File: src/rtl/dsi_packet_assembler.sv
// DSI packet assembler: builds short/long packets (header+ECC, payload, CRC-16)
// and streams them as 32-bit words through a single registered output slot.
module dsi_packet_assembler #(
  parameter bit CRC_ENABLE = 1'b1
) (
  input  logic        clk_sys,
  input  logic        rst,
  input  logic        pkt_rqst,
  input  logic        pkt_long,
  input  logic [7:0]  pkt_data_id,
  input  logic [15:0] pkt_word_count,
  output logic        pkt_busy,
  output logic        pkt_done,
  input  logic [31:0] pld_data,
  input  logic        pld_valid,
  output logic        pld_ready,
  output logic [31:0] iface_write_data,
  output logic [3:0]  iface_write_strb,
  output logic        iface_write_rqst,
  output logic        iface_last_word,
  input  logic        iface_data_rqst
);

  // S_LAST holds the final word of the packet until the controller takes it
  typedef enum logic [2:0] {S_IDLE, S_HDR, S_PLD, S_CRC, S_LAST} state_t;

  state_t      state_q, state_d;
  logic [7:0]  di_q, di_d;
  logic [15:0] wc_q, wc_d;
  logic        long_q, long_d;
  logic [15:0] rem_q, rem_d;
  logic [15:0] crc_q, crc_d;
  logic [31:0] data_q, data_d;
  logic [3:0]  strb_q, strb_d;
  logic        rqst_q, rqst_d;
  logic        last_q, last_d;
  logic        busy_q, busy_d;
  logic        done_q, done_d;

  function automatic logic [15:0] crc_byte(input logic [15:0] c_in, input logic [7:0] b);
    logic [15:0] c;
    c = c_in;
    for (int unsigned i = 0; i < 8; i++) begin
      if (c[0] ^ b[i]) c = (c >> 1) ^ 16'h8408;
      else             c = c >> 1;
    end
    return c;
  endfunction

  function automatic logic [5:0] dsi_ecc(input logic [23:0] d);
    logic [5:0] p;
    p[0] = d[0]^d[1]^d[2]^d[4]^d[5]^d[7]^d[10]^d[11]^d[13]^d[16]^d[20]^d[21]^d[22]^d[23];
    p[1] = d[0]^d[1]^d[3]^d[4]^d[6]^d[8]^d[10]^d[12]^d[14]^d[17]^d[20]^d[21]^d[22]^d[23];
    p[2] = d[0]^d[2]^d[3]^d[5]^d[6]^d[9]^d[11]^d[12]^d[15]^d[18]^d[20]^d[21]^d[22];
    p[3] = d[1]^d[2]^d[3]^d[7]^d[8]^d[9]^d[13]^d[14]^d[15]^d[19]^d[20]^d[21]^d[23];
    p[4] = d[4]^d[5]^d[6]^d[7]^d[8]^d[9]^d[16]^d[17]^d[18]^d[19]^d[20]^d[22]^d[23];
    p[5] = d[10]^d[11]^d[12]^d[13]^d[14]^d[15]^d[16]^d[17]^d[18]^d[19]^d[21]^d[22]^d[23];
    return p;
  endfunction

  logic        slot_free;
  logic [2:0]  k;
  logic [15:0] crc_b1, crc_b2, crc_b3, crc_b4, crc_upd, crc_tx, crc_hold;
  logic [5:0]  ecc;

  assign slot_free = !rqst_q || iface_data_rqst;
  assign k         = (rem_q >= 16'd4) ? 3'd4 : rem_q[2:0];
  assign ecc       = dsi_ecc({wc_q, di_q});

  // Chained per-byte updates so the tail CRC can merge into the last payload word
  assign crc_b1 = crc_byte(crc_q,  pld_data[7:0]);
  assign crc_b2 = crc_byte(crc_b1, pld_data[15:8]);
  assign crc_b3 = crc_byte(crc_b2, pld_data[23:16]);
  assign crc_b4 = crc_byte(crc_b3, pld_data[31:24]);

  always_comb begin
    case (k)
      3'd1:    crc_upd = crc_b1;
      3'd2:    crc_upd = crc_b2;
      3'd3:    crc_upd = crc_b3;
      default: crc_upd = crc_b4;
    endcase
  end

  assign crc_tx   = CRC_ENABLE ? crc_upd : '0;
  assign crc_hold = CRC_ENABLE ? crc_q   : '0;

  always_comb begin
    state_d   = state_q;
    di_d      = di_q;
    wc_d      = wc_q;
    long_d    = long_q;
    rem_d     = rem_q;
    crc_d     = crc_q;
    data_d    = data_q;
    strb_d    = strb_q;
    last_d    = last_q;
    rqst_d    = rqst_q && !iface_data_rqst;
    busy_d    = busy_q;
    done_d    = 1'b0;
    pld_ready = 1'b0;
    case (state_q)
      S_IDLE: begin
        if (pkt_rqst) begin
          di_d    = pkt_data_id;
          wc_d    = pkt_word_count;
          long_d  = pkt_long;
          rem_d   = pkt_word_count;
          crc_d   = 16'hFFFF;
          busy_d  = 1'b1;
          state_d = S_HDR;
        end
      end
      S_HDR: begin
        if (slot_free) begin
          data_d  = {2'b00, ecc, wc_q, di_q};
          strb_d  = 4'hf;
          rqst_d  = 1'b1;
          last_d  = !long_q;
          if (!long_q)          state_d = S_LAST;
          else if (wc_q == '0)  state_d = S_CRC;
          else                  state_d = S_PLD;
        end
      end
      S_PLD: begin
        pld_ready = slot_free;
        if (slot_free && pld_valid) begin
          rqst_d = 1'b1;
          crc_d  = crc_upd;
          rem_d  = rem_q - {13'd0, k};
          strb_d = 4'hf;
          last_d = 1'b0;
          case (k)
            3'd1: begin
              data_d  = {8'h00, crc_tx, pld_data[7:0]};
              strb_d  = 4'h7;
              last_d  = 1'b1;
              state_d = S_LAST;
            end
            3'd2: begin
              data_d  = {crc_tx, pld_data[15:0]};
              last_d  = 1'b1;
              state_d = S_LAST;
            end
            3'd3: begin
              data_d  = {crc_tx[7:0], pld_data[23:0]};
              state_d = S_CRC;
            end
            default: begin
              data_d = pld_data;
              if (rem_q == 16'd4) state_d = S_CRC;
            end
          endcase
        end
      end
      S_CRC: begin
        if (slot_free) begin
          rqst_d  = 1'b1;
          last_d  = 1'b1;
          state_d = S_LAST;
          // WC mod 4 == 3 means CRClo already rode in the last payload word
          if (wc_q[1:0] == 2'd3) begin
            data_d = {24'h0, crc_hold[15:8]};
            strb_d = 4'h1;
          end else begin
            data_d = {16'h0, crc_hold};
            strb_d = 4'h3;
          end
        end
      end
      S_LAST: begin
        if (rqst_q && iface_data_rqst) begin
          busy_d  = 1'b0;
          done_d  = 1'b1;
          state_d = S_IDLE;
        end
      end
      default: state_d = S_IDLE;
    endcase
  end

  always_ff @(posedge clk_sys or posedge rst) begin
    if (rst) begin
      state_q <= S_IDLE;
      di_q    <= '0;
      wc_q    <= '0;
      long_q  <= 1'b0;
      rem_q   <= '0;
      crc_q   <= '1;
      data_q  <= '0;
      strb_q  <= '0;
      rqst_q  <= 1'b0;
      last_q  <= 1'b0;
      busy_q  <= 1'b0;
      done_q  <= 1'b0;
    end else begin
      state_q <= state_d;
      di_q    <= di_d;
      wc_q    <= wc_d;
      long_q  <= long_d;
      rem_q   <= rem_d;
      crc_q   <= crc_d;
      data_q  <= data_d;
      strb_q  <= strb_d;
      rqst_q  <= rqst_d;
      last_q  <= last_d;
      busy_q  <= busy_d;
      done_q  <= done_d;
    end
  end

  assign iface_write_data = data_q;
  assign iface_write_strb = strb_q;
  assign iface_write_rqst = rqst_q;
  assign iface_last_word  = last_q;
  assign pkt_busy         = busy_q;
  assign pkt_done         = done_q;

endmodule
File: config.mk
export PLATFORM = sky130hd
export DESIGN_NAME = dsi_packet_assembler
export DESIGN_NICKNAME = d
export VERILOG_FILES = /design/src/rtl/dsi_packet_assembler.sv
export SDC_FILE = /design/constraint.sdc
export NUM_CORES = 1
export LEC_CHECK = 0
export BUFFER_PORTS_ARGS = -buffer_cell sky130_fd_sc_hd__buf_4
export CAP_MARGIN = 20
export CELL_PAD_IN_SITES_DETAIL_PLACEMENT = 1
export CELL_PAD_IN_SITES_GLOBAL_PLACEMENT = 2
export CORE_MARGIN = 2
export CORE_UTILIZATION = 37
export CTS_BUF_LIST = sky130_fd_sc_hd__clkbuf_8
export DETAILED_ROUTE_END_ITERATION = 8
export GPL_TIMING_DRIVEN = 0
export PLACE_DENSITY_LB_ADDON = 0.1
export SYNTH_ARGS = -nofsm -noshare
export SYNTH_HDL_FRONTEND = slang
export SYNTH_SLANG_ARGS = --single-unit
File: constraint.sdc
create_clock -name clk_sys -period 4.5 [get_ports clk_sys]
set_clock_uncertainty 0.1 [all_clocks]
set_input_delay 1.125 -clock clk_sys [delete_from_list [all_inputs] [get_ports clk_sys]]
set_output_delay 1.125 -clock clk_sys [all_outputs]
set_load 0.02 [all_outputs]
# Yosys cells after proc, flatten, opt, wreduce, memory -nomap -nowiden

Cells that the tools add are included.

Bits in registers: 100
Output and inout port bits: 41

Add/subtract/negate cells: 1
Magnitude comparators: 1
Equality and inequality tests: 15
Mux-type cells: 76
Bitwise operators: 137
Reduce and logical (&&, ||, !) cells: 19

Operators by type and width:

| operator              | number |
|---|---|
| $mux W16              | 37 |
| $pmux W32 S3          | 2 |
| $xor A1 B1 Y1         | 105 |
| $mux W32              | 3 |
| $not A2 Y3            | 32 |
| $pmux W16 S2          | 2 |
| $pmux W16 S3          | 1 |
| $mux W3               | 8 |
| $eq A16 B3 Y1 const B | 1 |
| $ge A16 B3 Y1 const B | 1 |
| $logic_not A16 Y1     | 1 |
| $mux W4               | 4 |
| $sub A16 B3 Y16       | 1 |
| $pmux W3 S5           | 1 |
| $eq A3 B2 Y1 const B  | 4 |
| $mux W1               | 12 |
| $pmux W4 S3           | 1 |
| $ne A2 B2 Y1 const B  | 5 |
| $eq A3 B1 Y1 const B  | 2 |
| $pmux W3 S2           | 1 |
| $reduce_and A3 Y1     | 2 |
| $reduce_and A6 Y1     | 1 |
| $ne A4 B4 Y1 const B  | 1 |
| $pmux W1 S2           | 2 |
| 13 further kinds      | 19 |

# Depth between registers and ports, before layout

Word-level depth: 68
Mapped depth: 11
Gate-level depth less buffers: 10

# Worst setup path after synthesis

No wires, ideal clock.

Path type: input to register
From: input pld_data[3]
To: register crc_q[2], in the netlist crc_hold[2]
Arrival time: 3.870 ns
Data required time: 4.327 ns
Slack: 0.457 ns
Stages on the path: 8
Cell sequence: xnor2_4 -> xnor3_2 -> xnor2_4 -> xnor3_2 -> xnor3_2 -> xor3_1 -> a21oi_1 -> o2bb2ai_1

Longest elaborated chain between the ends: 39
Elaborated cells on any way between the ends: 54

Ends and longest elaborated chain:

| element                                                      | RTL line | source |
|---|---|---|
| start: declaration                                           | 14       | `input logic [31:0] pld_data,` |
| $xor A1 B1 Y1 *                                              | 44       | `if (c[0] ^ b[i]) c = (c >> 1) ^ 16'h8408;` |
| $mux W16 * (4 in series)                                     | 44       |  |
| $xor A1 B1 Y1 / $mux W16 (equally long branches)             | 44       |  |
| $mux W16 * (4 in series)                                     | 44       |  |
| $xor A1 B1 Y1 / $mux W16 (equally long branches)             | 44       |  |
| $mux W16 * (4 in series)                                     | 44       |  |
| $xor A1 B1 Y1 / $mux W16 (equally long branches)             | 44       |  |
| $mux W16 *                                                   | 44       |  |
| [9 not listed]                                               | --       |  |
| $mux W16 (2 in series)                                       | 44       |  |
| $mux W16 (tied with other cells)                             | 44       |  |
| $mux W16 (4 in series)                                       | 44       |  |
| $not A2 Y3 (no line) / $xor A1 B1 Y1 (equally long branches) | --       |  |
| $mux W16 (2 in series)                                       | 44       |  |
| $pmux W16 S3 *                                               | 77       | `case (k)` |
| $mux W16 *                                                   | 127      | `if (slot_free && pld_valid) begin` |
| $pmux W16 S2 *                                               | 102      | `case (state_q)` |
| end signal: assignment                                       | 202      | `crc_q <= crc_d;` |
| end: declaration                                             | 32       | `logic [15:0] crc_q, crc_d;` |

Mark *: on every way between the ends. The rest lies on a longest branch, timed or not. The select of a mux whose other input is x is not followed.
A chain may end at the register's enable or synchronous reset.

# Worst setup path after layout

From: input pld_data[3]
To: register crc_q[9], in the netlist crc_hold[9]

Longest elaborated chain between the ends: 39
Elaborated cells on any way between the ends: 53

Ends and longest elaborated chain:

| element                                                      | RTL line |
|---|---|
| $xor A1 B1 Y1 *                                              | 44 |
| $mux W16 * (4 in series)                                     | 44 |
| $xor A1 B1 Y1 / $mux W16 (equally long branches)             | 44 |
| $mux W16 * (4 in series)                                     | 44 |
| $xor A1 B1 Y1 / $mux W16 (equally long branches)             | 44 |
| $mux W16 * (4 in series)                                     | 44 |
| $xor A1 B1 Y1 / $mux W16 (equally long branches)             | 44 |
| $mux W16 *                                                   | 44 |
| [7 not listed]                                               | -- |
| $mux W16 (4 in series)                                       | 44 |
| $not A2 Y3 (no line) / $xor A1 B1 Y1 (equally long branches) | -- |
| $mux W16 (4 in series)                                       | 44 |
| $xor A1 B1 Y1                                                | 44 |
| $mux W16 (2 in series)                                       | 44 |
| $pmux W16 S3 *                                               | 77 |
| $mux W16 *                                                   | 127 |
| $pmux W16 S2 *                                               | 102 |

Marks and branches as above.

==> results.sh <==
export IMPL_synth_area_um2=7697
export IMPL_hold_viol=0
export IMPL_dp_cells=1249
export IMPL_fin_crit_sh_pct=97.61
export IMPL_cts_hold_buf=0
export IMPL_num_io_pins=103
export IMPL_start_util_pct=37.92
export IMPL_grt_usage_pct=29.52
export IMPL_relSlewSlack_pct=28.23
export IMPL_ctsResizeCount=0
export IMPL_grt_use_met1_pct=44.30
export IMPL_status="finished clean"
export IMPL_cts_buffers=9
export IMPL_clkTransAtPathRegs_ps=100
export IMPL_cap_violations=0
export IMPL_critical_path_cell_chain="buf_4 -> xnor2_4 -> xnor3_2 -> xnor2_4 -> xnor3_2 -> xnor2_1 -> o311ai_0 -> o211ai_1 -> o211ai_1"
export IMPL_grt_max_degree=53
export IMPL_clock_sinks=100
export IMPL_max_slew_worst_pin_slew_ps=1073
export IMPL_final_antenna_net_count=0
export IMPL_cts_tree="built"
export IMPL_yosysWarnings=0
export IMPL_cp_required_ps=4720
export IMPL_final_min_clock_period_ps=4392
export IMPL_slowest_stage="o311ai_0"
export IMPL_final_setup_tns_ps=0
export IMPL_gp_congestion=0.9286
export IMPL_startpoint="pld_data[3]"
export IMPL_chipHeight_um=148.2
export IMPL_num_vias=7428
export IMPL_syn_nets=939
export IMPL_fmaxAchievable_mhz=227.7
export IMPL_startpoint_type="input port"
export IMPL_antenna_found_initial=0
export IMPL_ys_async_sr_fraction_pct=100.0
export IMPL_hp_start="iface_write_strb[0]$_DFFE_PP0P_"
export IMPL_postCtsSetupBuffers=0
export IMPL_dieWidth_um=148.2
export IMPL_busiest_layer="met2"
export IMPL_rr_startpoint="rem_q[10]$_DFFE_PP0P_"
export IMPL_insertion_delay_ps=390
export IMPL_cts_buffer_depth=2
export IMPL_wl_per_cell_um=25.27
export IMPL_cp_end_kind="flop"
export IMPL_nets=1054
export IMPL_final_layout_size_suffix_gt1_share_pct=15.98
export IMPL_worst_endpoint_arrival_ps=4610
export IMPL_design_area_um2=9026
export IMPL_pre_cts_ws_ps=-280.5
export IMPL_ys_flop_type="dfrtp_1"
export IMPL_maxSlewViolCount=0
export IMPL_post_dp_cell_area_um2=8838
export IMPL_grt_pass1_vias=7394
export IMPL_critPathMaxStageDelay_ps=690
export IMPL_drtIter0Drc=690
export IMPL_root_buffer="clkbuf_8"
export IMPL_synth_edf_count=0
export IMPL_synth_seq_cells=100
export IMPL_ys_types=62
export IMPL_syn_inst=875
export IMPL_dr_pass1_iters=5
export IMPL_antenna_cells=0
export IMPL_syn_area_per_cell_um2=8.797
export IMPL_htree_levels=3
export IMPL_drcViolationCount=0
export IMPL_critPathKind="input port to flop"
export IMPL_gr_total_overflow=0
export IMPL_met3_usage_pct=4.785
export IMPL_io_buffers=101
export IMPL_avgViaCountPerCell=5.872
export IMPL_grt_pass1_wl_um=48240
export IMPL_syn2layout_area_growth_pct=17.26
export IMPL_fin_cells=1265
export IMPL_core_um2=20300
export IMPL_dp_hpwl_um=24770
export IMPL_hp_class="flop to flop"
export IMPL_rsz0062_at_grt="false"
export IMPL_dieArea_um2=21970
export IMPL_drt_wl_total_um=31970
export IMPL_report_final_setup_viol=0
export IMPL_worstPathMaxFanout=10
export IMPL_fp_row_count=52
export IMPL_ys_seq_area_share_pct=32.77
export IMPL_fin_ws_ps=107.6
export IMPL_gr_usage_met2_pct=44.47
[cells in the final DEF, fill, tap and decap left out, types with 18 or more instances in the layout]
| cell | instances |
|---|---|
| nand2_1 | 131 |
| xnor2_1 | 101 |
| buf_4 | 101 |
| nor2_1 | 90 |
| dfrtp_1 | 84 |
| a21oi_1 | 59 |
| o21ai_0 | 59 |
| clkbuf_1 | 51 |
| xor2_1 | 32 |
| nand3_1 | 22 |
| xnor3_1 | 20 |
| o211ai_1 | 18 |
[synth_stat cells, drive strengths merged (2+ instances only)]
library cell / instances / area [um2]
o2bb2ai: 3 / 26.28
a31oi: 4 / 25.02
o211ai: 18 / 135.1
o31ai: 4 / 30.03
xor3: 10 / 239.0
a211oi: 3 / 22.52
a221oi: 13 / 113.9
xnor2: 106 / 980.9
a31o: 2 / 17.52
o22a: 6 / 52.55
a21o: 3 / 22.52
o21a: 6 / 45.04
nor4: 5 / 31.28
dfstp: 16 / 420.4
nand4: 3 / 18.77
o21ai: 60 / 300.3
dfrtp: 84 / 2102
xnor3: 24 / 545.5
nand2b: 6 / 37.54
clkbuf: 51 / 191.4
nand2: 131 / 491.7
o32ai: 2 / 17.52
nand3: 22 / 110.1
a22oi: 5 / 37.54
o221a: 2 / 22.52
or2: 5 / 31.28
nor2: 90 / 337.8
a21oi: 59 / 295.3
or4: 5 / 37.54
xor2: 33 / 296.5
or3: 4 / 25.02
inv: 13 / 48.80
buf: 3 / 13.76
a21boi: 3 / 22.52
mux2i: 5 / 50.05
o221ai: 8 / 70.07
o22ai: 16 / 100.1
ha: 2 / 25.02
a221o: 4 / 40.04
nor3: 10 / 50.05
a311oi: 12 / 105.1
[path summary, 6_finish.rpt]
kind                       slack, ps  cells past startpoint                               end
max                              110                      9           crc_hold[9]$_DFFE_PP1P_
min in group asynchronous        740                      2               di_q[2]$_DFFE_PP0P_
max in group asynchronous       2810                      3          crc_hold[10]$_DFFE_PP1P_
min reg2reg                      390                      1   iface_write_strb[0]$_DFFE_PP0P_
max reg2reg                      460                     11  iface_write_data[23]$_DFFE_PP0P_
min                              390                      1   iface_write_strb[0]$_DFFE_PP0P_
[layer usage]
layer	vias up	routed length, um
met1	3772	15320
met3	41	1968
li1	3324	-
met5	-	0
met4	0	692
met2	291	13990
[cell families (layout without fill, tap and decap cells)]
group,Yosys count,after routing,share of synthesized area [%]
other cells,1,1,0.04872
simple gates,288,288,15.90
buf+inv,67,187,3.300
fa+ha+maj,2,2,0.3250
mux,5,5,0.6502
flops,100,100,32.77
xor+xnor,173,173,26.79
compound gates,239,239,20.22
[metrics by stage]
step,utilization [%],hold slack [ps]
detailed placement,43.54,370.4
finish,44.46,385.1
global route,44.46,407.7
floorplan,-,373.8
CTS,44.40,396.3
global placement,43.32,358.2
[layout make-up]
class                           count  area (um2)
Fill cell                        2510       11270
Timing Repair Buffer              104       800.8
Clock inverter                      7       51.30
Multi-Input combinational cell    708        4933
Sequential cell                   100        2522
Tap cell                          270       337.8
Inverter                           13       51.30
Clock buffer                        9       123.9
Buffer                             54       205.2
[flip-flops by register name, indices dropped and copies added (netlist names)]
register	flops
iface_write_data	32
crc_hold	16
rem_q	16
wc_q	16
di_q	8
iface_write_strb	4
state_q	3
iface_last_word	1
iface_write_rqst	1
long_q	1
pkt_busy	1
pkt_done	1
[worst max-delay path: cells and delay by family]
kind | cells | cell delay, ps
xor gates and xnor gates | 5 | 2240
AOI/OAI and AO/OA | 3 | 1080
buffers and inverters | 1 | 150
Power is left out: the tool's default activity adds up to more than one toggle a clock period on the data nets, which glitch-free logic cannot reach.
